**config.mk**
```make
export PLATFORM = sky130hd
export DESIGN_NAME = vgascope_capture_ctrl
export DESIGN_NICKNAME = d
export VERILOG_FILES = /design/src/rtl/vgascope_capture_ctrl.sv
export SDC_FILE = /design/constraint.sdc
export NUM_CORES = 1
export LEC_CHECK = 0
export ABC_AREA = 1
export CELL_PAD_IN_SITES_DETAIL_PLACEMENT = 1
export CELL_PAD_IN_SITES_GLOBAL_PLACEMENT = 2
export CORE_ASPECT_RATIO = 0.5
export CORE_UTILIZATION = 38
export CTS_CLUSTER_DIAMETER = 200
export DETAILED_ROUTE_END_ITERATION = 16
export MAX_ROUTING_LAYER = met4
export PLACE_DENSITY_LB_ADDON = 0.1
export RECOVER_POWER = 25
export SLEW_MARGIN = 40
export SYNTH_ARGS = -nofsm -noshare
export SYNTH_HDL_FRONTEND = slang
export SYNTH_SLANG_ARGS = --single-unit
```
**constraint.sdc**
```tcl
create_clock -name clk -period 3.5 [get_ports clk]
set_clock_uncertainty 0.2 [all_clocks]
set_input_delay 0.875 -clock clk [delete_from_list [all_inputs] [get_ports clk]]
set_output_delay 0.875 -clock clk [all_outputs]
set_load 0.05 [all_outputs]
```
**src/rtl/vgascope_capture_ctrl.sv**
```systemverilog
// Capture sequencer: samples a 6-bit bus after an optional trigger into a FWFT FIFO drained by the scope.
// Define VGASCOPE_CAP_TRIGGER_EN to enable the edge trigger; otherwise ARMED fires on its first cycle.
module vgascope_capture_ctrl #(
   parameter int FIFO_DEPTH = 16,
   parameter int DIV_W      = 16
) (
   input  logic             clk,
   input  logic             rst_n,
   input  logic [5:0]       sample_in,
   input  logic [DIV_W-1:0] cfg_div,
   input  logic [6:0]       cfg_len,
   input  logic [2:0]       cfg_trig_ch,
   input  logic             cfg_trig_fall,
   input  logic             arm,
   input  logic             abort,
   input  logic             push_ready,
   output logic [5:0]       push_val,
   output logic             push_valid,
   output logic             busy,
   output logic             done,
   output logic             overflow
);
   localparam int AW = $clog2(FIFO_DEPTH);
   localparam int PW = AW + 1;

   typedef enum logic [1:0] {IDLE, ARMED, CAPTURE, FLUSH} state_t;
   state_t state_reg, state_next;

   logic [5:0]       mem [FIFO_DEPTH];
   logic [PW-1:0]    wr_ptr_reg, rd_ptr_reg, count;
   logic [DIV_W-1:0] div_reg;
   logic [6:0]       rem_reg;
   logic             overflow_reg, done_reg, done_next;
   logic             fifo_empty, fifo_full, pop, sample_we, write_ok, fire, rem_last;

   assign count      = wr_ptr_reg - rd_ptr_reg;
   assign fifo_empty = (count == '0);
   assign fifo_full  = (count == PW'(FIFO_DEPTH));
   assign rem_last   = (rem_reg == 7'd1);

`ifdef VGASCOPE_CAP_TRIGGER_EN
   logic prev_reg, trig_bit;

   // Channels 6 and 7 select immediate trigger, so they never index the bus.
   assign trig_bit = (cfg_trig_ch < 3'd6) ? sample_in[cfg_trig_ch] : 1'b0;
   assign fire     = (cfg_trig_ch >= 3'd6) |
                     (cfg_trig_fall ? (prev_reg & ~trig_bit) : (~prev_reg & trig_bit));

   always_ff @(posedge clk) begin
      if (!rst_n)
         prev_reg <= 1'b0;
      else
         prev_reg <= trig_bit;
   end
`else
   logic unused_trig;

   assign unused_trig = ^{cfg_trig_ch, cfg_trig_fall};
   assign fire        = 1'b1;
`endif

   always_comb begin
      state_next = state_reg;
      sample_we  = 1'b0;
      done_next  = 1'b0;
      case (state_reg)
         IDLE: begin
            if (arm)
               state_next = ARMED;
         end
         ARMED: begin
            if (fire) begin
               sample_we  = 1'b1;
               state_next = rem_last ? FLUSH : CAPTURE;
            end
         end
         CAPTURE: begin
            if (div_reg >= cfg_div) begin
               sample_we = 1'b1;
               if (rem_last)
                  state_next = FLUSH;
            end
         end
         FLUSH: begin
            if (fifo_empty) begin
               state_next = IDLE;
               done_next  = 1'b1;
            end
         end
         default: state_next = IDLE;
      endcase
      if (abort) begin
         state_next = IDLE;
         sample_we  = 1'b0;
         done_next  = 1'b0;
      end
   end

   assign pop      = ~fifo_empty & push_ready & ~abort;
   // A full FIFO still takes the sample when the head leaves in the same cycle.
   assign write_ok = sample_we & (~fifo_full | pop);

   always_ff @(posedge clk) begin
      if (!rst_n) begin
         state_reg    <= IDLE;
         wr_ptr_reg   <= '0;
         rd_ptr_reg   <= '0;
         div_reg      <= '0;
         rem_reg      <= '0;
         overflow_reg <= 1'b0;
         done_reg     <= 1'b0;
      end else begin
         state_reg <= state_next;
         done_reg  <= done_next;
         if (abort) begin
            wr_ptr_reg <= '0;
            rd_ptr_reg <= '0;
         end else begin
            if (write_ok)
               wr_ptr_reg <= wr_ptr_reg + PW'(1);
            if (pop)
               rd_ptr_reg <= rd_ptr_reg + PW'(1);
         end
         if (state_reg == IDLE && arm && !abort) begin
            rem_reg      <= (cfg_len == 7'd0) ? 7'd64 : cfg_len;
            overflow_reg <= 1'b0;
         end else if (sample_we) begin
            rem_reg <= rem_reg - 7'd1;
            if (!write_ok)
               overflow_reg <= 1'b1;
         end
         if (state_reg == CAPTURE && div_reg < cfg_div && !abort)
            div_reg <= div_reg + DIV_W'(1);
         else
            div_reg <= '0;
      end
   end

   always_ff @(posedge clk) begin
      if (write_ok)
         mem[wr_ptr_reg[AW-1:0]] <= sample_in;
   end

   assign push_valid = ~fifo_empty;
   assign push_val   = fifo_empty ? 6'd0 : mem[rd_ptr_reg[AW-1:0]];
   assign busy       = (state_reg != IDLE);
   assign done       = done_reg;
   assign overflow   = overflow_reg;
endmodule

```
### Word-level counts from Yosys, hierarchy flattened

Memory sizes are Yosys's and may differ from the RTL's. A register that Yosys moved wholly into a read port is not among the register bits.
Index checks and enable logic that the tools add are counted.

| word-level totals | value |
|---|---|
| register bits after elaboration | 37 |
| bits in latches | 0 |
| RAM bits | 96 |
| bits in read-only memories | 0 |
| input bits | 38 |
| logic and storage cells | 68 |
| memories | 1 |

| operators by class | value |
|---|---|
| add/subtract/negate cells | 5 |
| multiply operators | 0 |
| div/mod/pow operators | 0 |
| magnitude comparators | 2 |
| equal/unequal tests | 9 |
| shift-type cells | 0 |
| mux-type cells | 18 |
| bitwise gates (word level) | 10 |
| reductions and logical operators | 16 |

Memories:

| name | depth | bits a word | read ports | clocked after memory_dff | wr ports | line | text |
|---|---|---|---|---|---|---|---|
| mem | 16 | 6 | 1 | 1 | 1 | 29 | `logic [5:0] mem [FIFO_DEPTH];` |

Operator list:

| cell | number |
|---|---|
| 2-to-1 mux 7 bit | 3 |
| adder 16 x 1 -> 16 bit, second input constant | 1 |
| greater-or-equal comparator 16 bit | 1 |
| less-than comparator 16 bit | 1 |
| adder 5 x 1 -> 5 bit, second input constant | 2 |
| 2-to-1 mux 2 bit | 4 |
| 2-to-1 mux 4 bit | 2 |
| inequality test 2 bit, second input constant | 4 |
| case mux 2 bit (4 select lines) | 1 |
| == test 7 x 1 -> 1 bit, second input constant | 1 |
| zero test 7 bit | 1 |
| subtractor 7 x 1 -> 7 bit, second input constant | 1 |
| 2-to-1 mux 1 bit | 6 |
| 2-to-1 mux 6 bit | 1 |
| inverter 1 bit | 6 |
| == test 5 bit, second input constant | 1 |
| zero test 5 bit | 1 |
| subtractor 5 bit | 1 |
| == test 2 bit, second input constant | 2 |
| logical AND 1 bit | 4 |
| AND reduction 2 bit | 2 |
| AND reduction 4 bit | 1 |
| nonzero test 2 bit | 2 |
| OR reduction 2 bit | 2 |
| 7 further kinds | 9 |

### Depth between registers and ports, before layout

Gate-level depths: netlist of run 1.

| logic depth | value |
|---|---|
| depth after elaboration | 9 |
| depth in mapped cells | 18 |

### Worst setup path before layout of run 1

OpenSTA, ideal clock, no wires.

| timing path | value |
|---|---|
| path kind | register to output |
| from | register rd_ptr_reg[2] |
| to | output port push_val[3] |
| arrival | 2705 ps |
| data required time | 2425 ps |
| setup slack | -280 ps |
| cell stages (with the launch flop) | 12 |
| buffers on the path | 0 |
| cell sequence | dfxtp_1 inv_1 ha_1 a21oi_1 nand2_1 nand2_1 nand2_1 nand2_1 nand2_2 nand3_4 inv_1 a211oi_1 |

| on the way | value |
|---|---|
| cells in the longest elaborated chain, start to end | 3 |

Ends and longest elaborated chain:

| item | line | text |
|---|---|---|
| start: declaration | 30 | `logic [PW-1:0] wr_ptr_reg, rd_ptr_reg, count;` |
| start signal: assignment | 122 | `rd_ptr_reg <= rd_ptr_reg + PW'(1);` |
| subtractor 5 bit | 36 | `assign count = wr_ptr_reg - rd_ptr_reg;` |
| zero test 5 bit | 37 | `assign fifo_empty = (count == '0);` |
| 2-to-1 mux 6 bit | 145 | `assign push_val = fifo_empty ? 6'd0 : mem[rd_ptr_reg[AW-1:0]];` |
| end: declaration | 17 | `output logic [5:0] push_val,` |

Every way passes these cells.

==> results of run 1 <==
[metrics by stage]
stage	cell area (µm²)	TNS (ns)
floorplan	6670	-0.934
global placement	7660	-1.59
detailed placement	7660	-4.85
CTS	8340	0
global route	8440	-0.0482
finish	8440	0
[synthesized netlist by cell type (all sizes together)]
| library cell | count | share of area, % |
|---|---|---|
| nor3 | 12 | 0.98 |
| nand4 | 8 | 0.75 |
| o21a | 2 | 0.23 |
| a21oi | 50 | 3.9 |
| dfxtp | 41 | 12 |
| edfxtp | 96 | 43 |
| o32ai | 1 | 0.13 |
| xor2 | 4 | 0.53 |
| nor3b | 6 | 0.90 |
| clkbuf | 5 | 0.28 |
| mux2 | 5 | 0.84 |
| nand3b | 3 | 0.34 |
| o31ai | 1 | 0.11 |
| nor2 | 73 | 4.6 |
| inv | 89 | 5.0 |
| buf | 10 | 0.94 |
| nand3 | 35 | 3.2 |
| ha | 33 | 6.2 |
| a21o | 1 | 0.11 |
| or2 | 1 | 0.094 |
| o21ai | 43 | 3.2 |
| clkinv | 1 | 0.056 |
| xnor2 | 5 | 0.77 |
| mux2i | 21 | 3.2 |
| a31oi | 12 | 1.1 |
| nand2 | 116 | 7.0 |
| a211oi | 1 | 0.11 |
[path summary, 6_finish.rpt]
check	slack [ns]	from	endpoint	cells after the start
setup / recovery	0.11	flop	push_val[1]	10
hold / removal	0.26	div_reg[0]	div_reg[0]	1
setup reg to reg	0.99	div_reg[7]	mem[3][5]	12
hold reg to reg	0.26	div_reg[0]	div_reg[0]	1
[power by group]
group          leakage (nW)  switching, W  internal, W
Clock                 0.281      0.000783      0.00101
Combinational          1.85      0.000145     0.000107
Sequential             1.20    0.00000919      0.00174
[repair_timing]
item | 4_1_cts | 5_1_grt
buffers inserted | 3 | 6
hold buffers | 0 | 0
endpoints found under the hold margin | 0 | 0
setup endpoints to repair | 6 | 6
gates resized for setup | 17 | 14
pin swaps | 2 | 10
[layout make-up]
class / count / share of cell area [%]
clock buffers: 17 / 5.04
clock inverters: 15 / 1.82
inverters: 90 / 4.08
well taps: 227 / 3.37
flip-flops and latches: 137 / 44.1
repair buffers: 88 / 10.1
multi-input cells: 433 / 31.5
[metal layers]
metal  GRT usage (%)  wire length, µm  part of all wire [%]  vias up
li1                -                -                     -     2486
met3            4.56              480                   2.9       19
met2            35.2             8210                    50       68
met4            7.06              193                   1.2        0
met1            23.6             7660                    46     2396
met5               -                0                     0        -
[cells by family after synthesis]
logic type               count (synthesis)  synth area share (%)
buffers and inverters                  105                  6.28
AND/OR/NAND/NOR                        254                  17.8
flip-flops                             137                  55.5
XOR/XNOR                                 9                  1.29
multiplexers                            26                  4.00
adder cells (fa/ha/maj)                 33                  6.19
AO/OA/AOI/OAI                          111                  8.91
==> flow_summary_export.csv, run 1 <==
group,metric,value,unit
pwr,finalPower,0.00379,W
routing,post_drt_wl_per_cell,16.4,µm
sta,fmax,295,MHz
routing,firstDrtPassIters,5,
floorplan,core,0.0168,mm²
floorplan,io_pins,48,
worst_setup_path,critPathArrivalTime,2.32,ns
worst_setup_path,critPathSlowestCell,"dfxtp_4",
finish,final_cell_mix,"105 x nand2_1, 96 x edfxtp_1, 82 x inv_1",
finish,syn_to_final_growth,26.5,%
sta,finalSetupViolCount,0,
sta,finalHoldViolations,0,
global_routing,overflow,0,
placed_design,portBuffers,43,
worst_setup_path,crit_type,"flop to primary output",
synthesis,syn_area,0.00667,mm²
floorplan,start_util,39.8,%
worst_hold_path,worstHoldPathType,"flop to flop",
sta,setup_ws,0.107,ns
sta,max_slew_margin,51.7,%
global_routing,grt_max_degree,24,
finish,seq_area,0.00372,mm²
finish,multiInputGateArea,0.00266,mm²
worst_setup_path,path_cells,"buf_4, buf_4, mux2i_1, nand2_1, nand3_1, nand2_1, a31oi_1, nor3_4, buf_6, buf_12",
sta,tightestPinTransition,0.723,ns
clock_network,ctsRootBufferMaster,"clkbuf_16",
finish,n_fill_cell,1871,
pwr,p_leak,3.33,nW
synthesis,synth_cell_types,42,
synthesis,syn-num-nets,746,
placed_design,dp_hpwl,11600,µm
finish,largest_register_ffs,96,
flow_run,maxCapViolations,0,
clock_network,cts_tree,"built",
routing,wl,16500,µm
routing,postRouteAntennaNets,0,
finish,final_util,50.3,%
global_routing,grt_pass1_vias,5253,
pwr,power_density,449,mW/mm²
clock_network,htree_num_levels,4,
clock_network,clk_latency,0.43,ns
routing,routed_via_density,4.93,
worst_setup_path,cp_max_fo,11,
clock_network,numCtsBuffers,17,
floorplan,die_area,0.0181,mm²
sta,rsz0062_at_grt,"yes",
placed_design,place.gp.congestion,0.748,
finish,num_antenna_cells,0,
finish,instances_no_fill,1007,
finish,final_layout_size_suffix_gt1_share,18.6,%
global_routing,grt_pass1_wl,26500,µm
clock_network,cts_sinks,137,
finish,final_common_cell,"nand2_1",
worst_setup_path,cp-start-kind,"flop",
synthesis,ys_seq_area_share,55.5,%
synthesis,syn_inst,675,
global_routing,grt_usage,20.3,%
routing,drc_errors,0,
worst_setup_path,max_stage_delay,0.43,ns
floorplan,die_w,189,µm
sta,maxSlewViolCount,0,
finish,nets,838,
routing,drtIter0Drc,200,
worst_setup_path,required,2.42,ns
routing,vias,4969,
worst_setup_path,endpoint_kind,"primary output",
clock_network,clkSlewWorstSetupHoldPaths,0.06,ns
synthesis,yosysWarnings,0,
sta,hold_slack,0.258,ns
floorplan,rows,33,
synthesis,ys_ff_latch,137,
worst_setup_path,critPathBufInv,4,
worst_setup_path,crit_family,"buffers and inverters",
global_routing,antenna_found_initial,0,
clock_network,clockBufferDepth,2,
synthesis,syn_area_per_cell,9.88,µm²
sta,fin_crit_sh,96.9,%
placed_design,post-place-ws,-0.0945,ns
sta,post-route-min-period,3.39,ns
outcome,status,"complete, no violations",
placed_design,place_inst,967,
floorplan,die_h,95.7,µm
pwr,ir_drop,373,µV
No activity file was read; power rests on OpenSTA's default activity.
==> run 2, diff against run 1 <==
--- a/config.mk
+++ b/config.mk
@@ -10,10 +10,9 @@
 export CELL_PAD_IN_SITES_GLOBAL_PLACEMENT = 2
 export CORE_ASPECT_RATIO = 0.5
 export CORE_UTILIZATION = 38
-export CTS_CLUSTER_DIAMETER = 200
 export DETAILED_ROUTE_END_ITERATION = 16
 export MAX_ROUTING_LAYER = met4
-export PLACE_DENSITY_LB_ADDON = 0.1
+export PLACE_DENSITY = 0.76
 export RECOVER_POWER = 25
 export SLEW_MARGIN = 40
 export SYNTH_ARGS = -nofsm -noshare
==> flow_summary_export.csv, run 2 (synthesized netlist as in run 1, its figures left out) <==
group,metric,value,unit
placed_design,place.gp.congestion,0.745,
worst_setup_path,path_cells,"inv_2, ha_4, a21oi_2, nand2_2, nand2_2, nand2_1, nand2_1, nand2_2, nand3_4, clkinvlp_4, buf_4, a211oi_4, buf_12",
clock_network,clk_latency,0.42,ns
worst_setup_path,cp_max_fo,4,
finish,multiInputGateArea,0.00265,mm²
global_routing,grt_usage,20.3,%
finish,n_fill_cell,1877,
finish,final_layout_size_suffix_gt1_share,18.8,%
routing,drc_errors,0,
floorplan,io_pins,48,
pwr,clkPwrFrac,48.6,%
worst_setup_path,endpoint_kind,"primary output",
clock_network,cts_tree,"built",
global_routing,overflow,0,
routing,wl,16700,µm
floorplan,die_w,189,µm
routing,post_drt_wl_per_cell,16.6,µm
floorplan,die_h,95.7,µm
clock_network,ctsRootBufferMaster,"clkbuf_16",
finish,nets,839,
routing,met2_length,8420,µm
global_routing,antenna_found_initial,0,
sta,finalSetupViolCount,0,
routing,wl_met1,7590,µm
sta,tightestPinTransition,0.685,ns
floorplan,core,0.0168,mm²
sta,maxSlewViolCount,0,
sta,max_slew_margin,54.2,%
placed_design,portBuffers,43,
sta,setup_tns,0,ns
sta,finalHoldViolations,0,
flow_run,maxCapViolations,0,
placed_design,dp_hpwl,11400,µm
global_routing,grt_pass1_vias,5158,
pwr,p_comb_share,6.4,%
floorplan,rows,33,
routing,vias,5002,
clock_network,clkSlewWorstSetupHoldPaths,0.06,ns
worst_setup_path,max_stage_delay,0.34,ns
clock_network,numCtsBuffers,17,
routing,drtIter0Drc,181,
floorplan,die_area,0.0181,mm²
worst_setup_path,critPathArrivalTime,2.35,ns
finish,final_cell_mix,"105 x nand2_1, 96 x edfxtp_1, 82 x inv_1",
routing,firstDrtPassIters,6,
sta,fmax,292,MHz
placed_design,dpl_cell_area,0.00765,mm²
clock_network,htree_num_levels,4,
global_routing,grt_max_degree,32,
worst_setup_path,crit_type,"flop to primary output",
worst_setup_path,cp_common_cell,"nand2_2",
pwr,ir_drop,370,µV
pwr,internal-power,0.00298,W
pwr,power_density,459,mW/mm²
routing,postRouteAntennaNets,0,
worst_hold_path,worstHoldPathType,"flop to flop",
floorplan,start_util,39.8,%
routing,met3_wirelength,552,µm
clock_network,cts_sinks,137,
pwr,p_leak,3.36,nW
worst_setup_path,critPathSlowestCell,"dfxtp_4",
finish,largest_register_ffs,96,
worst_setup_path,cp-start-kind,"flop",
finish,seq_area,0.00372,mm²
worst_setup_path,required,2.42,ns
outcome,status,"complete, no violations",
sta,fin_crit_sh,97.9,%
routing,top_layer,"met4",
pwr,swShare,23.3,%
sta,post-route-min-period,3.42,ns
clock_network,clockBufferDepth,2,
routing,routed_via_density,4.96,
pwr,power_frac_seq,45.0,%
finish,num_antenna_cells,0,
finish,design_area,0.00847,mm²
finish,final_common_cell,"nand2_1",
pwr,p_sw,0.000905,W
finish,syn_to_final_growth,27.0,%
global_routing,grt_pass1_wl,26500,µm
run 2: cell count changes in the layout (fill, tap and decap cells not counted), sizes merged:
| cell | previous run | this run |
|---|---|---|
| buf | 52 | 53 |
| inv | 97 | 94 |
| clkinv | 4 | 6 |
| bufinv | 1 | 3 |
| clkinvlp | 3 | 2 |
run 2: layout make-up:
cell class              instances  share of cell area, %
well taps                     227                   3.35
repair buffers                 89                   10.2
multi-input cells             433                   31.3
flip-flops and latches        137                   43.9
inverters                      90                   4.06
clock inverters                15                   2.22
clock buffers                  17                   5.02
run 2: layer usage:
metal | global-route usage (%) | up-vias
met5 | - | -
met4 | 5.98 | 0
met3 | 4.31 | 13
met2 | 35.7 | 80
met1 | 23.6 | 2434
li1 | - | 2475
run 2: power groups by stage:
stage               Sequential [W]  Clock [W]  Combinational (W)
floorplan                  0.00178          0           0.000126
global placement           0.00178          0           0.000235
detailed placement         0.00178          0           0.000238
CTS                        0.00175    0.00192           0.000246
global route               0.00175    0.00200           0.000279
finish                     0.00175    0.00189           0.000250
run 2: critical path: cells and delay by family, from the launching register on:
kind / cells / cell delay [ns]
buffers and inverters: 4 / 0.54
and+or+nand+nor: 6 / 0.46
AOI/OAI and AO/OA: 2 / 0.37
DFF: 1 / 0.34
adders and majority gates: 1 / 0.21
run 2: what timing repair did:
item                       CTS  global route
resized for setup           18            14
hold buffers                 0             0
setup buffers                2             9
pin swaps                    7             1
setup endpoints to repair    6             6
run 2: per-stage QoR:
stage	std cells	hold slack, ns	util, %	setup slack (ns)	total power [W]
floorplan	675	0.229	-	-0.187	0.00191
global route	1008	0.296	50.5	-0.0568	0.00402
CTS	999	0.263	49.8	0.00458	0.00391
finish	1008	0.259	50.5	0.0751	0.00389
detailed placement	965	0.253	45.7	-0.0983	0.00202
global placement	965	0.238	45.7	0.0184	0.00202
run 2: path summary, 6_finish.rpt:
path | startpoint | to | slack, ns | cells past startpoint
max | rd_ptr_reg[2] | push_val[3] | 0.08 | 13
max reg2reg | div_reg[8] | mem[3][2] | 1.00 | 10
min | div_reg[0] | div_reg[0] | 0.26 | 1
min reg2reg | div_reg[0] | div_reg[0] | 0.26 | 1
==> run 3, diff against run 2 <==
--- a/config.mk
+++ b/config.mk
@@ -9,10 +9,11 @@
 export CELL_PAD_IN_SITES_DETAIL_PLACEMENT = 1
 export CELL_PAD_IN_SITES_GLOBAL_PLACEMENT = 2
 export CORE_ASPECT_RATIO = 0.5
-export CORE_UTILIZATION = 38
+export CORE_UTILIZATION = 40
 export DETAILED_ROUTE_END_ITERATION = 16
+export DONT_BUFFER_PORTS = 1
 export MAX_ROUTING_LAYER = met4
-export PLACE_DENSITY = 0.76
+export PLACE_DENSITY = 0.74
 export RECOVER_POWER = 25
 export SLEW_MARGIN = 40
 export SYNTH_ARGS = -nofsm -noshare
==> flow_summary_export.csv, run 3 (synthesized netlist as in run 1, its figures left out) <==
group,metric,value,unit
placed_design,post-place-ws,0.245,ns
floorplan,die_area,0.0172,mm²
pwr,ir_drop,307,µV
worst_hold_path,min_from,"div_reg[0]",
worst_setup_path,crit_type,"flop to primary output",
sta,finalSetupViolCount,0,
sta,rsz0062_at_grt,"no",
sta,fin_crit_sh,96.6,%
clock_network,clockBufferDepth,2,
worst_setup_path,cp_max_fo,6,
finish,final_layout_size_suffix_gt1_share,16.7,%
finish,n_fill_cell,1788,
sta,fmax,296,MHz
worst_setup_path,endpoint_kind,"primary output",
floorplan,io_pins,48,
clock_network,clk_latency,0.43,ns
finish,nets,781,
worst_hold_path,worstHoldPathType,"flop to flop",
routing,wl,15900,µm
outcome,status,"complete, no violations",
worst_setup_path,ff2ff_path_depth,14,
floorplan,rows,32,
sta,setup_tns,0,ns
worst_setup_path,max_stage_delay,0.42,ns
floorplan,core,0.0159,mm²
worst_setup_path,r2r_slack,0.82,ns
worst_setup_path,critPathArrivalTime,2.30,ns
worst_setup_path,path_cells,"ha_4, a21oi_2, nand2_2, nand2_2, nand2_1, nand2_1, nand2_2, nand3_4, clkinvlp_4, buf_12, a211oi_4, buf_6",
routing,post_drt_wl_per_cell,16.8,µm
sta,post-route-min-period,3.38,ns
placed_design,portBuffers,0,
placed_design,dp_hpwl,10900,µm
pwr,power_density,467,mW/mm²
sta,tightestPinTransition,0.662,ns
global_routing,overflow,0,
flow_run,maxCapViolations,0,
global_routing,grt_usage,20.5,%
finish,largest_register_ffs,96,
floorplan,start_util,42.1,%
global_routing,grt_pass1_vias,4814,
clock_network,cts_sinks,137,
finish,instances_no_fill,944,
routing,postRouteAntennaNets,0,
floorplan,die_w,185,µm
finish,num_antenna_cells,0,
routing,routed_via_density,5.04,
routing,vias,4758,
clock_network,numCtsBuffers,17,
sta,finalHoldViolations,0,
sta,maxSlewViolCount,0,
pwr,p_leak,3.06,nW
worst_setup_path,cp-start-kind,"flop",
routing,drc_errors,0,
global_routing,grt_max_degree,36,
clock_network,htree_num_levels,4,
sta,max_slew_margin,55.8,%
worst_setup_path,critPathSlowestCell,"dfxtp_2",
clock_network,ctsRootBufferMaster,"clkbuf_16",
finish,seq_area,0.00372,mm²
placed_design,dpl_cell_area,0.00713,mm²
clock_network,cts_tree,"built",
worst_setup_path,required,2.42,ns
worst_setup_path,cp_common_cell,"nand2_2",
routing,drtIter0Drc,240,
finish,final_cell_mix,"105 x nand2_1, 96 x edfxtp_1, 82 x inv_1",
worst_hold_path,holdPathStages,1,
worst_hold_path,min_to,"div_reg[0]",
clock_network,clkSlewWorstSetupHoldPaths,0.07,ns
routing,firstDrtPassIters,4,
global_routing,antenna_found_initial,0,
finish,syn_to_final_growth,17.0,%
worst_setup_path,r2r_start,"div_reg[7]",
finish,multiInputGateArea,0.00263,mm²
sta,hold_slack,0.259,ns
placed_design,place.gp.congestion,0.742,
placed_design,place_inst,911,
sta,setup_ws,0.121,ns
floorplan,die_h,93.3,µm
worst_setup_path,reg2reg_to,"mem[4][0]",
finish,final_common_cell,"nand2_1",
finish,design_area,0.00780,mm²
global_routing,grt_pass1_wl,25300,µm
clock_network,cts_hold_buf,0,
==> run 3: cell type report <==
type                    count  share of cell area (%)
clock buffers              17                    5.45
clock inverters            15                    1.68
inverters                  90                    4.38
multi-input cells         433                    33.8
flip-flops and latches    137                    47.6
well taps                 221                    3.55
repair buffers             31                    3.55
==> run 3: worst max-delay path, delay by kind of cell, from the launching register on <==
family                   cells  cell delay [ns]
buffers and inverters        3             0.43
AO/OA/AOI/OAI                2             0.36
adder cells (fa/ha/maj)      1             0.24
flip-flops                   1             0.42
AND/OR/NAND/NOR              6             0.44
==> run 3: report_power, final <==
part	switching, W	internal [W]	leakage, nW
sequential	0.00000980	0.00174	1.20
combinational	0.000114	0.0000621	1.58
clock	0.000786	0.000935	0.274
==> run 3: how the worst max path moves through the flow <==
stage	start	endpoint	slack [ns]	cells past startpoint
after CTS	flop	push_val[1]	0.01	8
final	wr_ptr_reg[2]	push_val[3]	0.12	12
after global routing	wr_ptr_reg[2]	push_val[1]	0.007	12
after floorplan	rd_ptr_reg[2]	push_val[0]	-0.19	11
after detailed placement	cfg_div[15]	mem[13][5]	0.24	13
after global placement	cfg_div[15]	mem[5][5]	0.29	13
==> run 3: stage by stage <==
stage	util (%)	power, W
after floorplan	-	0.00191
after global placement	45.0	0.00195
after detailed placement	45.0	0.00195
after CTS	48.8	0.00369
after global routing	49.2	0.00377
final	49.2	0.00364
==> run 3: repair_timing <==
item | 4_1_cts | 5_1_grt
buffers inserted | 1 | 0
endpoints found under the setup margin | 6 | 6
gates resized for setup | 7 | 17
pin swaps | 1 | 3
hold endpoints to repair | 0 | 0
==> run 3: routing by layer <==
metal | wire length (µm) | global-route usage [%] | vias up
met5 | 0 | - | -
met4 | 297 | 8.89 | 0
met3 | 589 | 4.40 | 22
met2 | 7540 | 33.6 | 74
met1 | 7470 | 24.7 | 2289
li1 | - | - | 2373
